### config.mk
export PLATFORM = sky130hd
export DESIGN_NAME = weight_buffer_sched
export DESIGN_NICKNAME = d
export VERILOG_FILES = /design/src/rtl/weight_buffer_sched_pkg.sv /design/src/rtl/weight_buffer_sched_tag_delay_line.sv /design/src/rtl/weight_buffer_sched.sv
export SDC_FILE = /design/constraint.sdc
export NUM_CORES = 1
export LEC_CHECK = 0
export ABC_AREA = 1
export ABC_CLOCK_PERIOD_IN_PS = 2400
export BUFFER_PORTS_ARGS = -buffer_cell sky130_fd_sc_hd__buf_4
export CORE_ASPECT_RATIO = 1.1
export CORE_MARGIN = 1.5
export CORE_UTILIZATION = 45
export CTS_CLUSTER_DIAMETER = 100
export DETAILED_ROUTE_END_ITERATION = 8
export PLACE_DENSITY = 0.82
export SLEW_MARGIN = 20
export SYNTH_ARGS = -nofsm -noshare
export SYNTH_HDL_FRONTEND = slang
export SYNTH_SLANG_ARGS = --single-unit
export TNS_END_PERCENT = 5
### constraint.sdc
create_clock -name clk -period 2.4 [get_ports clk]
set_input_delay 0 -clock clk [delete_from_list [all_inputs] [get_ports clk]]
set_output_delay 0 -clock clk [all_outputs]
set_load 0.005 [all_outputs]
### src/rtl/weight_buffer_sched_pkg.sv
// Shared types and helpers for the weight buffer sequencer.
//   state_e    : sequencer FSM states
//   DEF_RD_LAT : default buffer read latency (read_req cycle to read_data cycle)
//   LOG2       : ceil(log2(n)), used to size counters
package weight_buffer_sched_pkg;

    typedef enum logic [1:0] {
        S_IDLE  = 2'd0,
        S_FILL  = 2'd1,
        S_READ  = 2'd2,
        S_DRAIN = 2'd3
    } state_e;

    localparam int DEF_RD_LAT = 3;

    function automatic int LOG2(input int n);
        int r;
        r = 0;
        while ((1 << r) < n) r++;
        return r;
    endfunction

endpackage

### src/rtl/weight_buffer_sched_tag_delay_line.sv
// Fixed-depth {valid, last} shift register that tracks reads in flight
// through the weight buffer, so tags line up with the returned data.
//   clk, reset : clock, synchronous active-high clear
//   vld_i      : read issued this cycle
//   last_i     : the issued read is the final one of the job
//   vld_o      : tag valid, DEPTH cycles after vld_i
//   last_o     : last tag, DEPTH cycles after last_i
//   pend_o     : a tag is still travelling (any stage except the output one)
module tag_delay_line #(
    parameter int DEPTH = 3
) (
    input  logic clk,
    input  logic reset,
    input  logic vld_i,
    input  logic last_i,
    output logic vld_o,
    output logic last_o,
    output logic pend_o
);

    logic [DEPTH:1] vld_pipe_q;
    logic [DEPTH:1] lst_pipe_q;

    always_ff @(posedge clk) begin
        if (reset) begin
            vld_pipe_q <= '0;
            lst_pipe_q <= '0;
        end else begin
            vld_pipe_q[1] <= vld_i;
            lst_pipe_q[1] <= vld_i & last_i;
            for (int i = 2; i <= DEPTH; i++) begin
                vld_pipe_q[i] <= vld_pipe_q[i-1];
                lst_pipe_q[i] <= lst_pipe_q[i-1];
            end
        end
    end

    // The output stage is excluded: whoever waits on pend_o can finish in
    // the same cycle the final tag is presented.
    always_comb begin
        pend_o = 1'b0;
        for (int i = 1; i < DEPTH; i++) pend_o = pend_o | vld_pipe_q[i];
    end

    assign vld_o  = vld_pipe_q[DEPTH];
    assign last_o = lst_pipe_q[DEPTH];

endmodule

### src/rtl/weight_buffer_sched.sv
// Job sequencer for one weight buffer: loads cfg_fill_words wide words from
// the fill stream, then issues cfg_rd_count narrow reads from cfg_rd_base
// (address wraps), and tags returned data with valid/last for the PEs.
//   cfg_*       : job descriptor handshake, accepted only in IDLE
//   fill_*      : wide fill stream, ready only in FILL
//   wt_stall    : PE backpressure, blocks new read issue only
//   wt_*        : weights to the PE array, done pulses at job end
//   buf_read_*  : narrow read port of the buffer (registered)
//   buf_write_* : wide write port of the buffer (combinational from fill)
module weight_buffer_sched
    import weight_buffer_sched_pkg::*;
#(
    parameter int RD_WIDTH      = 16,
    parameter int WR_WIDTH      = 64,
    parameter int RD_ADDR_WIDTH = 7,
    parameter int WR_ADDR_WIDTH = 5,
    parameter int RD_LAT        = DEF_RD_LAT
) (
    input  logic                     clk,
    input  logic                     reset,
    input  logic                     cfg_valid,
    output logic                     cfg_ready,
    input  logic [WR_ADDR_WIDTH:0]   cfg_fill_words,
    input  logic [RD_ADDR_WIDTH-1:0] cfg_rd_base,
    input  logic [RD_ADDR_WIDTH:0]   cfg_rd_count,
    input  logic                     fill_valid,
    output logic                     fill_ready,
    input  logic [WR_WIDTH-1:0]      fill_data,
    input  logic                     wt_stall,
    output logic                     wt_valid,
    output logic [RD_WIDTH-1:0]      wt_data,
    output logic                     wt_last,
    output logic                     done,
    output logic                     buf_read_req,
    output logic [RD_ADDR_WIDTH-1:0] buf_read_addr,
    input  logic [RD_WIDTH-1:0]      buf_read_data,
    output logic                     buf_write_req,
    output logic [WR_WIDTH-1:0]      buf_write_data,
    output logic [WR_ADDR_WIDTH-1:0] buf_write_addr
);

    // Counters carry one extra bit so a full buffer (2^W) is representable.
    localparam int FILL_CW = LOG2(2**WR_ADDR_WIDTH) + 1;
    localparam int RD_CW   = LOG2(2**RD_ADDR_WIDTH) + 1;

    state_e                   state_q, state_d;
    logic [FILL_CW-1:0]       fill_words_q, fill_words_d;
    logic [FILL_CW-1:0]       fill_cnt_q, fill_cnt_d;
    logic [RD_ADDR_WIDTH-1:0] rd_base_q, rd_base_d;
    logic [RD_CW-1:0]         rd_count_q, rd_count_d;
    logic [RD_CW-1:0]         idx_q, idx_d;
    logic                     rd_req_q, rd_req_d;
    logic [RD_ADDR_WIDTH-1:0] rd_addr_q, rd_addr_d;
    logic                     rd_last_q, rd_last_d;
    logic                     done_q, done_d;
    logic                     fill_hs;
    logic                     tag_pend;

    assign cfg_ready  = (state_q == S_IDLE);
    assign fill_ready = (state_q == S_FILL);
    assign fill_hs    = fill_valid & fill_ready;

    always_comb begin
        state_d      = state_q;
        fill_words_d = fill_words_q;
        fill_cnt_d   = fill_cnt_q;
        rd_base_d    = rd_base_q;
        rd_count_d   = rd_count_q;
        idx_d        = idx_q;
        rd_req_d     = 1'b0;
        rd_addr_d    = rd_addr_q;
        rd_last_d    = 1'b0;
        done_d       = 1'b0;
        unique case (state_q)
            S_IDLE: begin
                if (cfg_valid) begin
                    fill_words_d = cfg_fill_words;
                    rd_base_d    = cfg_rd_base;
                    rd_count_d   = cfg_rd_count;
                    fill_cnt_d   = '0;
                    idx_d        = '0;
                    if (cfg_fill_words != '0)    state_d = S_FILL;
                    else if (cfg_rd_count != '0) state_d = S_READ;
                    else                         done_d  = 1'b1;
                end
            end
            S_FILL: begin
                if (fill_hs) begin
                    fill_cnt_d = fill_cnt_q + 1'b1;
                    if (fill_cnt_d == fill_words_q)
                        state_d = (rd_count_q != '0) ? S_READ : S_DRAIN;
                end
            end
            S_READ: begin
                if (!wt_stall) begin
                    rd_req_d  = 1'b1;
                    rd_addr_d = rd_base_q + idx_q[RD_ADDR_WIDTH-1:0];
                    idx_d     = idx_q + 1'b1;
                    if (idx_d == rd_count_q) begin
                        rd_last_d = 1'b1;
                        state_d   = S_DRAIN;
                    end
                end
            end
            S_DRAIN: begin
                // Read issued this cycle or tags short of the output stage
                // mean more data is coming; otherwise wt_last is out now.
                if (!rd_req_q && !tag_pend) begin
                    done_d  = 1'b1;
                    state_d = S_IDLE;
                end
            end
            default: state_d = S_IDLE;
        endcase
    end

    always_ff @(posedge clk) begin
        if (reset) begin
            state_q      <= S_IDLE;
            fill_words_q <= '0;
            fill_cnt_q   <= '0;
            rd_base_q    <= '0;
            rd_count_q   <= '0;
            idx_q        <= '0;
            rd_req_q     <= 1'b0;
            rd_addr_q    <= '0;
            rd_last_q    <= 1'b0;
            done_q       <= 1'b0;
        end else begin
            state_q      <= state_d;
            fill_words_q <= fill_words_d;
            fill_cnt_q   <= fill_cnt_d;
            rd_base_q    <= rd_base_d;
            rd_count_q   <= rd_count_d;
            idx_q        <= idx_d;
            rd_req_q     <= rd_req_d;
            rd_addr_q    <= rd_addr_d;
            rd_last_q    <= rd_last_d;
            done_q       <= done_d;
        end
    end

    tag_delay_line #(
        .DEPTH (RD_LAT)
    ) u_tags (
        .clk    (clk),
        .reset  (reset),
        .vld_i  (rd_req_q),
        .last_i (rd_last_q),
        .vld_o  (wt_valid),
        .last_o (wt_last),
        .pend_o (tag_pend)
    );

    assign wt_data        = buf_read_data;
    assign done           = done_q;
    assign buf_read_req   = rd_req_q;
    assign buf_read_addr  = rd_addr_q;
    assign buf_write_req  = fill_hs;
    assign buf_write_data = fill_ready ? fill_data : '0;
    assign buf_write_addr = fill_cnt_q[WR_ADDR_WIDTH-1:0];

endmodule

Word-level counts from Yosys, hierarchy flattened
Index checks and enable logic that the tools add are counted.
{ "word_totals": {"reg_bits": 53, "inputBits": 106, "out_inout_bits": 99} }
{ "op_classes": {"n_addsub": 3, "n_eq_ne": 12, "n_mux": 24, "bitwise_logic": 5, "reduce_logical": 16} }
{ "ops": {"columns": ["op", "count"], "rows": [
  ["64-bit 2-to-1 mux", 1],
  ["2-bit 2-to-1 mux", 8],
  ["8-bit 2-to-1 mux", 2],
  ["8-bit case mux with 2 select lines", 1],
  ["8-bit nonzero test", 2],
  ["6-bit 2-to-1 mux", 2],
  ["6-bit case mux with 2 select lines", 1],
  ["8-bit by 1-bit adder with 8-bit output (second input constant)", 1],
  ["8-bit == test", 1],
  ["2-bit != test (second input constant)", 4],
  ["2-bit case mux with 4 select lines", 1],
  ["7-bit adder", 1],
  ["1-bit 2-to-1 mux", 7],
  ["7-bit AND reduction", 1],
  ["6-bit by 1-bit adder with 6-bit output (second input constant)", 1],
  ["6-bit == test", 1],
  ["3-bit AND reduction", 2],
  ["6-bit nonzero test", 1],
  ["2-bit == test (second input constant)", 2],
  ["2-bit by 1-bit != test with 1-bit output (second input constant)", 2],
  ["2-bit AND reduction", 2],
  ["2-bit nonzero test", 2],
  ["3-bit by 1-bit != test with 1-bit output (second input constant)", 1],
  ["3-bit OR reduction", 1],
  ["other kinds (9)", 12]
]} }

Depth between registers and ports, before layout
Gate-level depths: netlist (run 1).
{ "depth": {"word_depth": 5, "ltp_mapped": 13, "depth_no_buf": 13} }

Modules after synthesis
Synthesis (run 1) repeated with hierarchy kept, for this count alone.
{ "unflattened": {"cells_unflattened": 568, "hier_area_um2": 3503.4} }
{ "by_module_without_submodules": {"columns": ["module", "instances", "cells_per_inst", "area_per_inst_um2", "seq_area_each_um2"], "rows": [
  ["weight_buffer_sched", 1, 549, 3334.4, 940.9],
  ["tag_delay_line", 1, 19, 168.9, 120.1]
]} }

Least setup slack after synthesis (run 1)
Ideal clock, no wire load.
{ "synth_timing": {"kind": "register -> register", "start": "reg idx_q[0]", "end": "reg rd_addr_q[6], in the netlist buf_read_addr[6]", "setup_time_ps": 115, "arrival_time_ps": 1791, "required_ps": 2285, "slack_ps": 493, "stages_incl_launch_ff": 11, "synth_period_minus_slack_ps": 1907, "cell_sequence": "dfxtp_1 > ha_1 > inv_1 > fa_1 > o21ai_0 > a21oi_1 > nor2_1 > nor2_1 > xor2_1 > o21ai_0 > inv_1"} }
{ "synth_via": {"elab_chain_len": 1} }
{ "synth_rtl": {"columns": ["item", "line", "rtl"], "rows": [
  ["from (decl)", "weight_buffer_sched.sv:51", "logic [RD_CW-1:0] idx_q, idx_d;"],
  ["from (signal assigned)", "weight_buffer_sched.sv:135", "idx_q <= idx_d;"],
  ["7-bit adder", "weight_buffer_sched.sv:97", "rd_addr_d = rd_base_q + idx_q[RD_ADDR_WIDTH-1:0];"],
  ["to (signal assigned)", "weight_buffer_sched.sv:137", "rd_addr_q <= rd_addr_d;"],
  ["to (decl)", "weight_buffer_sched.sv:53", "logic [RD_ADDR_WIDTH-1:0] rd_addr_q, rd_addr_d;"]
]} }
Every way passes these cells.
A chain may end at the register's enable or synchronous reset.

Final worst setup path (run 1)
{ "layout_timing": {"start": "reg state_q[0]", "end": "reg state_q[1]"} }
{ "layout_via": {"elab_chain_len": 4, "word_cells_on_any_way": 14} }
{ "layout_rtl": {"columns": ["item", "line", "rtl"], "rows": [
  ["from (decl)", "weight_buffer_sched.sv:46", "state_e state_q, state_d;"],
  ["from (signal assigned)", "weight_buffer_sched.sv:130", "state_q <= state_d;"],
  ["2-bit by 1-bit == test with 1-bit output", "weight_buffer_sched.sv:60, weight_buffer_sched.sv:74", null],
  ["1-bit AND", "weight_buffer_sched.sv:61", "assign fill_hs = fill_valid & fill_ready;"],
  ["2-bit by 1-bit != test with 1-bit output (no line)", null, null],
  ["7-bit AND reduction (no line)", null, null]
]} }
Parallel ways exist; a longest one is shown, timed or not.

==> results.md, run 1 <==
* Yosys cell types at 32
* Clock buffer depth at 2
* Slew headroom at 49.4%
* Most frequent cells in the layout: buf_4, nand2_1, inv_1
* Crit path time final at 2.11 ns
* Synth area leader: dfxtp_1
* RR Startpoint: state_q[0]
* Clock skew at 0.0123 ns
* Final Hold Viols at 2
* Final design utilization at 66.8%
* Iteration count of the initial detailed-routing pass at 5
* Area delta synth->final at 42.9%
* Maxcap violations at 0
* Register cell area after layout at 1060 sq um
* 1st-iter DRT viols at 270
* IO Port Bufs at 172
* Yosys top cell area share at 30.2%
* Sequential power share at 32.8%
* Worst skew pair latency at 0.31 ns
* WHS Path Cells at 3
* Total power at 3480 uW
* Synth Cell Area at 3510 sq um
* # IOs at 205
* Number of antenna violations at the first check in global routing at 1
* Cts hold-fix bufs at 17
* Worst min-delay path class: input port to register
* Clock transition at path regs at 0.09 ns
* Starting Density at 46.7%
* First-pass GRT wire length at 17000 um
* Largest net degree at the start of global routing at 39
* WHS Endpoint: rd_count_q[5]
* Die Ht at 95.7 um
* Element type at the critical path end: register
* Multi-input gate area at 1760 sq um
* Clock power frac at 18.3%
* Fin nets at 848
* H-tree depth at 2
* Fin crit share at 87.9%
* Max Slew Vio Count at 0
* # setup viols final at 0
* Failing checks: hold timing
* CP Max Fanout at 6
* Synth area leaders: dfxtp_1, nand2_1, inv_1
* Core Rows at 33
* RSZ-0062 raised after global routing: false
* WL/cell at 13.4 um
* Fraction of layout cells with a size suffix above 1 at 27.5%
* Psw at 1350 uW
* Switching share of power at 38.7%
* Hold_sp: cfg_rd_count[5]
* Non-filler cells, final at 836
* GRT Resource Usage Total at 26.2%
* TritonCTS clock tree: done
* Logic pwr share at 48.9%
* Post_cts resized at 0
* Required time worst endpoint at 2.61 ns
* Die area at 8340 sq um
* Slew @ Worst Pin at 0.758 ns
* Fin Hold WS at -0.00581 ns
* Clock sinks at 53
* Setup TNS Final at 0 ns
* Crit path DAT at 2.32 ns
* Core area at 7510 sq um
* Filler cells at 664
* DP HPWL at 8820 um
* Total CTS buffers at 5
* GPL Wtd Cong at 0.918
* Die width at 87.2 um
* Residual DRC at 0
* Post-CTS setup buffers at 0
* Vias in the first global route at 3684
* Worst r2r dst: state_q[1]
* R2R cell count at 9
* Most common cell after layout, fill and taps aside: buf_4
* Fmax at 0.474 GHz
* ANT nets after route at 0
* Synth warn at 0
* Gate count after technology mapping at 569
* WL final at 11200 um
* Crit path from: state_q[0]
* Total gr overflow at 0
* Pwr dens at 693 nW/um^2
* Sequential area share after synthesis at 30.2%
* Synth Area per Inst at 6.17 sq um
* Root buffer cell: clkbuf_8
* Setup CP Type: register to register
* Mapped Nets at 688
* Vias per inst at 4.84
* P_leak at 0.00289 uW
* Int Power at 2130 uW
* R2r setup slk at 0.29 ns
* Vias post-DR at 4050
* VDD IR-drop max at 0.388 mV
* Placed Cells at 810
* #FFs+latches synth at 53
* Status: finished with violations
* CP startpoint kind: register
-- power by group through the flow --
stage | clock network, uW | logic [uW] | registers, uW
6_report | 637 | 1700 | 1140
5_1_grt | 678 | 1910 | 1160
4_1_cts | 642 | 1690 | 1140
3_5_place_dp | 0 | 1660 | 1160
3_3_place_gp | 0 | 1620 | 1150
2_1_floorplan | 0 | 952 | 1120
-- per-layer routing --
metal  up-vias  wire length [um]  track usage (%)
met4         0               250             10.4
met1      1817              4560             32.7
met3        20               810             5.11
li1       2026                 -                -
met5         -                 0                0
met2       187              5590             44.1
-- through the flow --
stage	cell area, sq um	worst slack [ns]
floorplan	3510	0.493
global placement	4730	0.344
detailed placement	4730	0.271
CTS	5010	0.290
global route	5020	0.0539
finish	5020	0.290
-- cell families after synthesis --
| kind of cell | share of synthesized area (%) |
|---|---|
| AND/OR/NAND/NOR | 32.0 |
| buffers and inverters | 19.6 |
| AO/OA/AOI/OAI | 11.3 |
| flip-flops | 30.2 |
| adder cells (fa/ha/maj) | 4.84 |
| XOR/XNOR | 2.00 |
-- worst max-delay path by stage --
stage / cells after the start / slack, ns / endpoint
after floorplan: 10 / 0.49 / buf_read_addr[6]
after global placement: 9 / 0.34 / state_q[0]
after detailed placement: 9 / 0.27 / state_q[1]
after CTS: 9 / 0.29 / state_q[1]
after global routing: 10 / 0.05 / state_q[0]
final: 9 / 0.29 / state_q[1]
-- worst max-delay path: stages (launching register included) --
cell and delay [ns]:
dfxtp_1 0.35, inv_1 0.10, ha_1 0.30, nand2_1 0.10, nor4_2 0.46, nand3_1 0.25
nand2_1 0.18, a21oi_4 0.06, a21oi_1 0.15, nor2_1 0.06
-- flip-flops by register name, indices dropped and copies added (netlist names) --
| register | count |
|---|---|
| idx_q | 8 |
| rd_count_q | 8 |
| buf_read_addr | 7 |
| rd_base_q | 7 |
| fill_cnt_q | 6 |
| fill_words_q | 6 |
| u_tags.lst_pipe_q | 3 |
| u_tags.vld_pipe_q | 3 |
| state_q | 2 |
| buf_read_req | 1 |
| done | 1 |
| rd_last_q | 1 |
-- Yosys cell counts --
master / n
and2_4: 1
a21oi_1: 38
nor3b_1: 1
inv_1: 121
inv_2: 1
fa_1: 1
nor2_2: 3
clkbuf_2: 1
nor2_4: 4
nand4_1: 4
ha_1: 12
xnor2_1: 2
a211oi_1: 1
nand2_2: 4
nor4b_2: 1
nor4_2: 1
xor2_1: 6
nor4_1: 2
buf_2: 1
o22ai_1: 1
clkbuf_1: 15
nand3b_1: 2
o21bai_1: 1
buf_4: 22
nand3_2: 1
o21ai_2: 1
nand2_1: 137
a21oi_4: 1
dfxtp_1: 53
nand3_1: 38
nor2_1: 60
o21ai_0: 32
-- final cells by class --
type / instances / area share [%]
multi-input cells: 355 / 35.2
repair buffers: 192 / 29.6
inverters: 122 / 9.13
well taps: 105 / 2.62
clock buffers: 7 / 1.72
clock inverters: 1 / 0.599
flip-flops and latches: 53 / 21.1
diodes: 1 / 0.0499
Note: power is estimated with default switching activity, not from simulation.
==> inputs of run 2 (changes only) <==
--- a/config.mk
+++ b/config.mk
@@ -7,13 +7,13 @@
 export LEC_CHECK = 0
 export ABC_AREA = 1
 export ABC_CLOCK_PERIOD_IN_PS = 2400
-export BUFFER_PORTS_ARGS = -buffer_cell sky130_fd_sc_hd__buf_4
+export BUFFER_PORTS_ARGS = -buffer_cell sky130_fd_sc_hd__buf_2
 export CORE_ASPECT_RATIO = 1.1
-export CORE_MARGIN = 1.5
 export CORE_UTILIZATION = 45
 export CTS_CLUSTER_DIAMETER = 100
 export DETAILED_ROUTE_END_ITERATION = 8
 export PLACE_DENSITY = 0.82
+export RECOVER_POWER = 25
 export SLEW_MARGIN = 20
 export SYNTH_ARGS = -nofsm -noshare
 export SYNTH_HDL_FRONTEND = slang
==> results.md, run 2 (synthesis gave the netlist of run 1 again) <==
* ANT nets after route at 0 (unchanged)
* Most frequent cells in the layout: buf_2, nand2_1, inv_1 (was buf_4, nand2_1, inv_1)
* # setup viols final at 0 (unchanged)
* Core area at 7510 sq um (unchanged)
* Total power at 3240 uW (was 3480 uW)
* Slew headroom at 51.4% (was 49.4%)
* First-pass GRT wire length at 16800 um (was 17000 um)
* CP Max Fanout at 6 (unchanged)
* Die width at 86.2 um (was 87.2 um)
* P_leak at 0.00277 uW (was 0.00289 uW)
* Residual DRC at 0 (unchanged)
* Pwr dens at 712 nW/um^2 (was 693 nW/um^2)
* TritonCTS clock tree: done (unchanged)
* Maxcap violations at 0 (unchanged)
* ANT cells at 0 (was 1)
* Slew @ Worst Pin at 0.728 ns (was 0.758 ns)
* VDD IR-drop max at 0.420 mV (was 0.388 mV)
* Fin nets at 847 (was 848)
* Most common cell after layout, fill and taps aside: buf_2 (was buf_4)
* Filler cells at 735 (was 664)
* Fmax at 0.464 GHz (was 0.474 GHz)
* Vias per inst at 4.73 (was 4.84)
* Iteration count of the initial detailed-routing pass at 4 (was 5)
* GPL Wtd Cong at 0.897 (was 0.918)
* Element type at the critical path end: register (unchanged)
* Fraction of layout cells with a size suffix above 1 at 27.0% (was 27.5%)
* Clock sinks at 53 (unchanged)
* GRT Resource Usage Total at 26.6% (was 26.2%)
* Total CTS buffers at 5 (unchanged)
* Vias in the first global route at 3611 (was 3684)
* DP HPWL at 8870 um (was 8820 um)
* H-tree depth at 2 (unchanged)
* # IOs at 205 (unchanged)
* Largest net degree at the start of global routing at 39 (unchanged)
* Vias post-DR at 3941 (was 4050)
* Worst min-delay path class: input port to output pin (was input port to register)
* Crit path DAT at 2.36 ns (was 2.32 ns)
* Clock transition at path regs at 0.10 ns (was 0.09 ns)
* Cts hold-fix bufs at 14 (was 17)
* WL/cell at 13.3 um (was 13.4 um)
* Die area at 8160 sq um (was 8340 sq um)
* Required time worst endpoint at 2.61 ns (about the same)
* Worst skew pair latency at 0.31 ns (about the same)
* Clock skew at 0.0114 ns (was 0.0123 ns)
* Fin crit share at 89.7% (was 87.9%)
* Clock buffer depth at 2 (unchanged)
* Post-CTS setup buffers at 0 (unchanged)
* Starting Density at 46.7% (unchanged)
* Setup TNS Final at 0 ns (unchanged)
* Number of antenna violations at the first check in global routing at 0 (was 1)
* Crit path time final at 2.15 ns (was 2.11 ns)
* Max Slew Vio Count at 0 (unchanged)
* Status: completed (was finished with violations)
* CP startpoint kind: register (unchanged)
* IO Port Bufs at 172 (unchanged)
* Core Rows at 33 (unchanged)
* Die Ht at 94.7 um (was 95.7 um)
* Root buffer cell: clkbuf_8 (unchanged)
* WL final at 11100 um (was 11200 um)
* Total gr overflow at 0 (unchanged)
* Post_cts resized at 0 (unchanged)
* RSZ-0062 raised after global routing: false (unchanged)
* Setup CP Type: register to register (unchanged)
* Area delta synth->final at 29.7% (was 42.9%)
* 1st-iter DRT viols at 241 (was 270)
* Final Hold Viols at 0 (was 2)
* Fin Hold WS at 0.00000660 ns (was -0.00581 ns)
* Biggest regs: idx_q x8, rd_count_q x8 (unchanged)
==> run 2: changes by cell type in the layout (fill, tap and decap cells not counted) <==
cell / previous run / this run
buf_4: 175 / 5
clkbuf_1: 1 / 7
buf_2: 0 / 166
clkbuf_8: 6 / 5
clkinv_4: 0 / 1
dlygate4sd3_1: 17 / 14
diode_2: 1 / 0
==> run 2: layout make-up <==
cell class                      instances  area [sq um]  area share [%]
Clock inverter                          2          38.8           0.851
Tap cell                              105           131            2.88
Multi-Input combinational cell        355          1760            38.7
Inverter                              122           458            10.0
Sequential cell                        53          1060            23.3
Timing Repair Buffer                  191          1030            22.6
Clock buffer                            6          72.6            1.59
==> run 2: final timing paths <==
path | from | to | slack (ns) | depth (start not counted)
setup / recovery | idx_q[0] | buf_read_addr[6] | 0.25 | 10
hold / removal | buf_read_data[11] | wt_data[11] | 0.000007 | 0
setup reg to reg | idx_q[0] | buf_read_addr[6] | 0.25 | 10
hold reg to reg | u_tags.lst_pipe_q[1] | u_tags.lst_pipe_q[2] | 0.41 | 2
==> run 2: worst max-delay path, stage by stage (launching register included) <==
cell and delay, ns:
dfxtp_1 0.46, ha_1 0.21, inv_1 0.05, fa_1 0.38, o21ai_0 0.31, a21oi_1 0.11
nor2_1 0.11, nor2_1 0.06, xor2_1 0.13, o21ai_0 0.15, inv_1 0.07
==> run 2: per-stage QoR <==
stage               util (%)  instance area (sq um)  setup slack (ns)  std cells
CTS                     60.7                   4560             0.235        834
detailed placement      57.4                   4310             0.249        812
floorplan                  -                   3510             0.493        569
global placement        57.4                   4310             0.397        812
global route            60.6                   4560            0.0273        834
finish                  60.6                   4560             0.247        834
==> run 2: routing by layer <==
metal | wire length [um] | track usage, % | vias up
met5 | 0 | 0 | -
met4 | 165 | 9.86 | 0
met3 | 922 | 6.99 | 15
met1 | 4710 | 32.0 | 1757
met2 | 5260 | 45.3 | 147
li1 | - | - | 2022
==> run 2: power by group <==
group | leakage, uW | switching [uW] | internal [uW] | total, uW
clock | 0.0000554 | 298 | 314 | 611
combinational | 0.00229 | 902 | 595 | 1500
sequential | 0.000433 | 109 | 1030 | 1130
total | 0.00277 | 1310 | 1930 | 3240
==> inputs of run 3 (changes only) <==
--- a/config.mk
+++ b/config.mk
@@ -8,7 +8,7 @@
 export ABC_AREA = 1
 export ABC_CLOCK_PERIOD_IN_PS = 2400
 export BUFFER_PORTS_ARGS = -buffer_cell sky130_fd_sc_hd__buf_2
-export CORE_ASPECT_RATIO = 1.1
+export CORE_ASPECT_RATIO = 1.5
 export CORE_UTILIZATION = 45
 export CTS_CLUSTER_DIAMETER = 100
 export DETAILED_ROUTE_END_ITERATION = 8
==> results.md, run 3 (synthesis gave the netlist of run 1 again) <==
* Status: finished with violations (was completed)
* WL/cell at 14.5 um (was 13.3 um)
* Placed Cells at 809 (was 812)
* Setup TNS Final at 0 ns (unchanged)
* P_leak at 0.00277 uW (about the same)
* Cts hold-fix bufs at 9 (was 14)
* Biggest regs: idx_q x8, rd_count_q x8 (unchanged)
* Number of antenna violations at the first check in global routing at 0 (unchanged)
* Fin nets at 842 (was 847)
* Crit path DAT at 2.31 ns (was 2.36 ns)
* Crit-path slowest cell: dfxtp_1 (unchanged)
* Final design utilization at 60.3% (was 60.6%)
* Worst r2r dst: buf_read_addr[6] (unchanged)
* Total CTS buffers at 5 (unchanged)
* Most common cell after layout, fill and taps aside: buf_2 (unchanged)
* Clock transition at path regs at 0.07 ns (was 0.10 ns)
* Post_cts resized at 0 (unchanged)
* Pwr dens at 775 nW/um^2 (was 712 nW/um^2)
* Clock sinks at 53 (unchanged)
* R2R cell count at 10 (unchanged)
* Grt peak-use layer: met2 (unchanged)
* Fraction of layout cells with a size suffix above 1 at 26.7% (was 27.0%)
* Die area at 8170 sq um (was 8160 sq um)
* Slew @ Worst Pin at 0.719 ns (was 0.728 ns)
* Failing checks: hold timing
* DP HPWL at 9610 um (was 8870 um)
* GRT Resource Usage Total at 29.3% (was 26.6%)
* Fin Hold WS at -0.00267 ns (was 0.00000660 ns)
* Met3 usage at 6.45% (was 6.99%)
* Required time worst endpoint at 2.59 ns (was 2.61 ns)
* Total gr overflow at 0 (unchanged)
* # IOs at 205 (unchanged)
* First-pass GRT wire length at 17900 um (was 16800 um)
* Core Rows at 39 (was 33)
* Max incr delay on CP at 0.46 ns (about the same)
* CP startpoint kind: register (unchanged)
* Non-filler cells, final at 826 (was 834)
* Final Hold Viols at 1 (was 0)
* Max Slew Vio Count at 0 (unchanged)
* Largest net degree at the start of global routing at 47 (was 39)
* VDD IR-drop max at 0.385 mV (was 0.420 mV)
* Hold_sp: cfg_fill_words[0] (was buf_read_data[11])
* Clock buffer depth at 2 (unchanged)
* Iteration count of the initial detailed-routing pass at 5 (was 4)
* Vias per inst at 4.93 (was 4.73)
* Routing usage on met2 at 49.0% (was 45.3%)
* CP top delay family: adder cells (unchanged)
* Root buffer cell: clkbuf_16 (was clkbuf_8)
* Crit-path cells: ha_1 -> inv_1 -> fa_1 -> o21ai_0 -> a21oi_1 -> nor2_1 -> nor2_1 -> xor2_1 -> o21ai_0 -> inv_1 (unchanged)
* Total power at 3530 uW (was 3240 uW)
* Clock skew at 0.00797 ns (was 0.0114 ns)
* WHS Path Cells at 3 (was 0)
* H-tree depth at 2 (unchanged)
* Setup WS post-layout at 0.286 ns (was 0.247 ns)
* ANT cells at 0 (unchanged)
* Starting Density at 46.4% (was 46.7%)
* ANT nets after route at 0 (unchanged)
* Most frequent cells in the layout: buf_2, nand2_1, inv_1 (unchanged)
* Slew headroom at 52.0% (was 51.4%)
* Vias post-DR at 4075 (was 3941)
* Residual DRC at 0 (unchanged)
* RR Startpoint: idx_q[0] (unchanged)
* Crit path time final at 2.11 ns (was 2.15 ns)
* Worst min-delay path class: input port to register (was input port to output pin)
* Post-CTS setup buffers at 0 (unchanged)
* Element type at the critical path end: register (unchanged)
* Area delta synth->final at 29.8% (was 29.7%)
* Maxcap violations at 0 (unchanged)
* Vias in the first global route at 3599 (was 3611)
* Worst skew pair latency at 0.29 ns (was 0.31 ns)
* Die Ht at 110 um (was 94.7 um)
* Filler cells at 724 (was 735)
* WL final at 12000 um (was 11100 um)
* Fmax at 0.473 GHz (was 0.464 GHz)
* WHS Endpoint: fill_words_q[0] (was wt_data[11])
* # setup viols final at 0 (unchanged)
* Met1 Resource Use GR at 37.3% (was 32.0%)
* RSZ-0062 raised after global routing: false (unchanged)
* GPL Wtd Cong at 1.02 (was 0.897)
* IO Port Bufs at 172 (unchanged)
* Setup CP Type: register to register (unchanged)
* R2r setup slk at 0.29 ns (was 0.25 ns)
* Fin crit share at 88.1% (was 89.7%)
* TritonCTS clock tree: done (unchanged)
* 1st-iter DRT viols at 307 (was 241)
* Core area at 7560 sq um (was 7510 sq um)
* CP Buf/Inv Count at 2 (unchanged)
* Die width at 74.1 um (was 86.2 um)
* Dpl ws at 0.310 ns (was 0.249 ns)
* CP Max Fanout at 6 (unchanged)
run 3: changes by cell type in the layout (fill, tap and decap cells not counted), sizes merged:
cell	change
buf	-4
clkbuf	+5
clkinv	-1
dlygate4sd3	-5
run 3: tightest hold or removal path: stages:
cell	delay (ns)
buf_2	0.08
o21ai_0	0.07
a21oi_1	0.10
run 3: worst max path at each step:
stage	startpoint	end	cells after the start	slack, ns
5_1_grt	idx_q[0]	buf_read_addr[6]	10	0.07
3_3_place_gp	idx_q[0]	buf_read_addr[6]	10	0.36
4_1_cts	idx_q[0]	buf_read_addr[6]	10	0.30
2_1_floorplan	idx_q[0]	buf_read_addr[6]	10	0.49
6_report	idx_q[0]	buf_read_addr[6]	10	0.29
3_5_place_dp	idx_q[0]	buf_read_addr[6]	10	0.31
run 3: stage by stage:
stage | hold slack [ns] | cell area (sq um)
2_1_floorplan | 0.0808 | 3510
3_3_place_gp | 0.0000346 | 4310
3_5_place_dp | 0.0000346 | 4310
4_1_cts | 0.0000346 | 4570
5_1_grt | 0.0000172 | 4560
6_report | -0.00267 | 4560
run 3: final cells by class:
cell class | count | area [sq um] | share of cell area, %
multi-input combinational | 355 | 1760 | 38.7
timing repair buffer | 186 | 976 | 21.4
clock buffer | 7 | 143 | 3.13
clock inverter | 1 | 30.0 | 0.659
tap | 102 | 128 | 2.80
inverter | 122 | 458 | 10.0
sequential | 53 | 1060 | 23.3
run 3: power by group:
| group | leakage (uW) | switching, uW | total (uW) | internal [uW] |
|---|---|---|---|---|
| Sequential | 0.000433 | 110 | 1140 | 1030 |
| Clock | 0.0000841 | 324 | 846 | 522 |
| Combinational | 0.00225 | 962 | 1550 | 590 |
| Total | 0.00277 | 1400 | 3530 | 2140 |
run 3: routing by layer:
layer,up-vias,part of all wire (%),wire [um]
met2,223,47,5690
met1,1825,40,4810
met3,17,11,1310
met4,0,1.7,206
met5,-,0,0
li1,2010,-,-
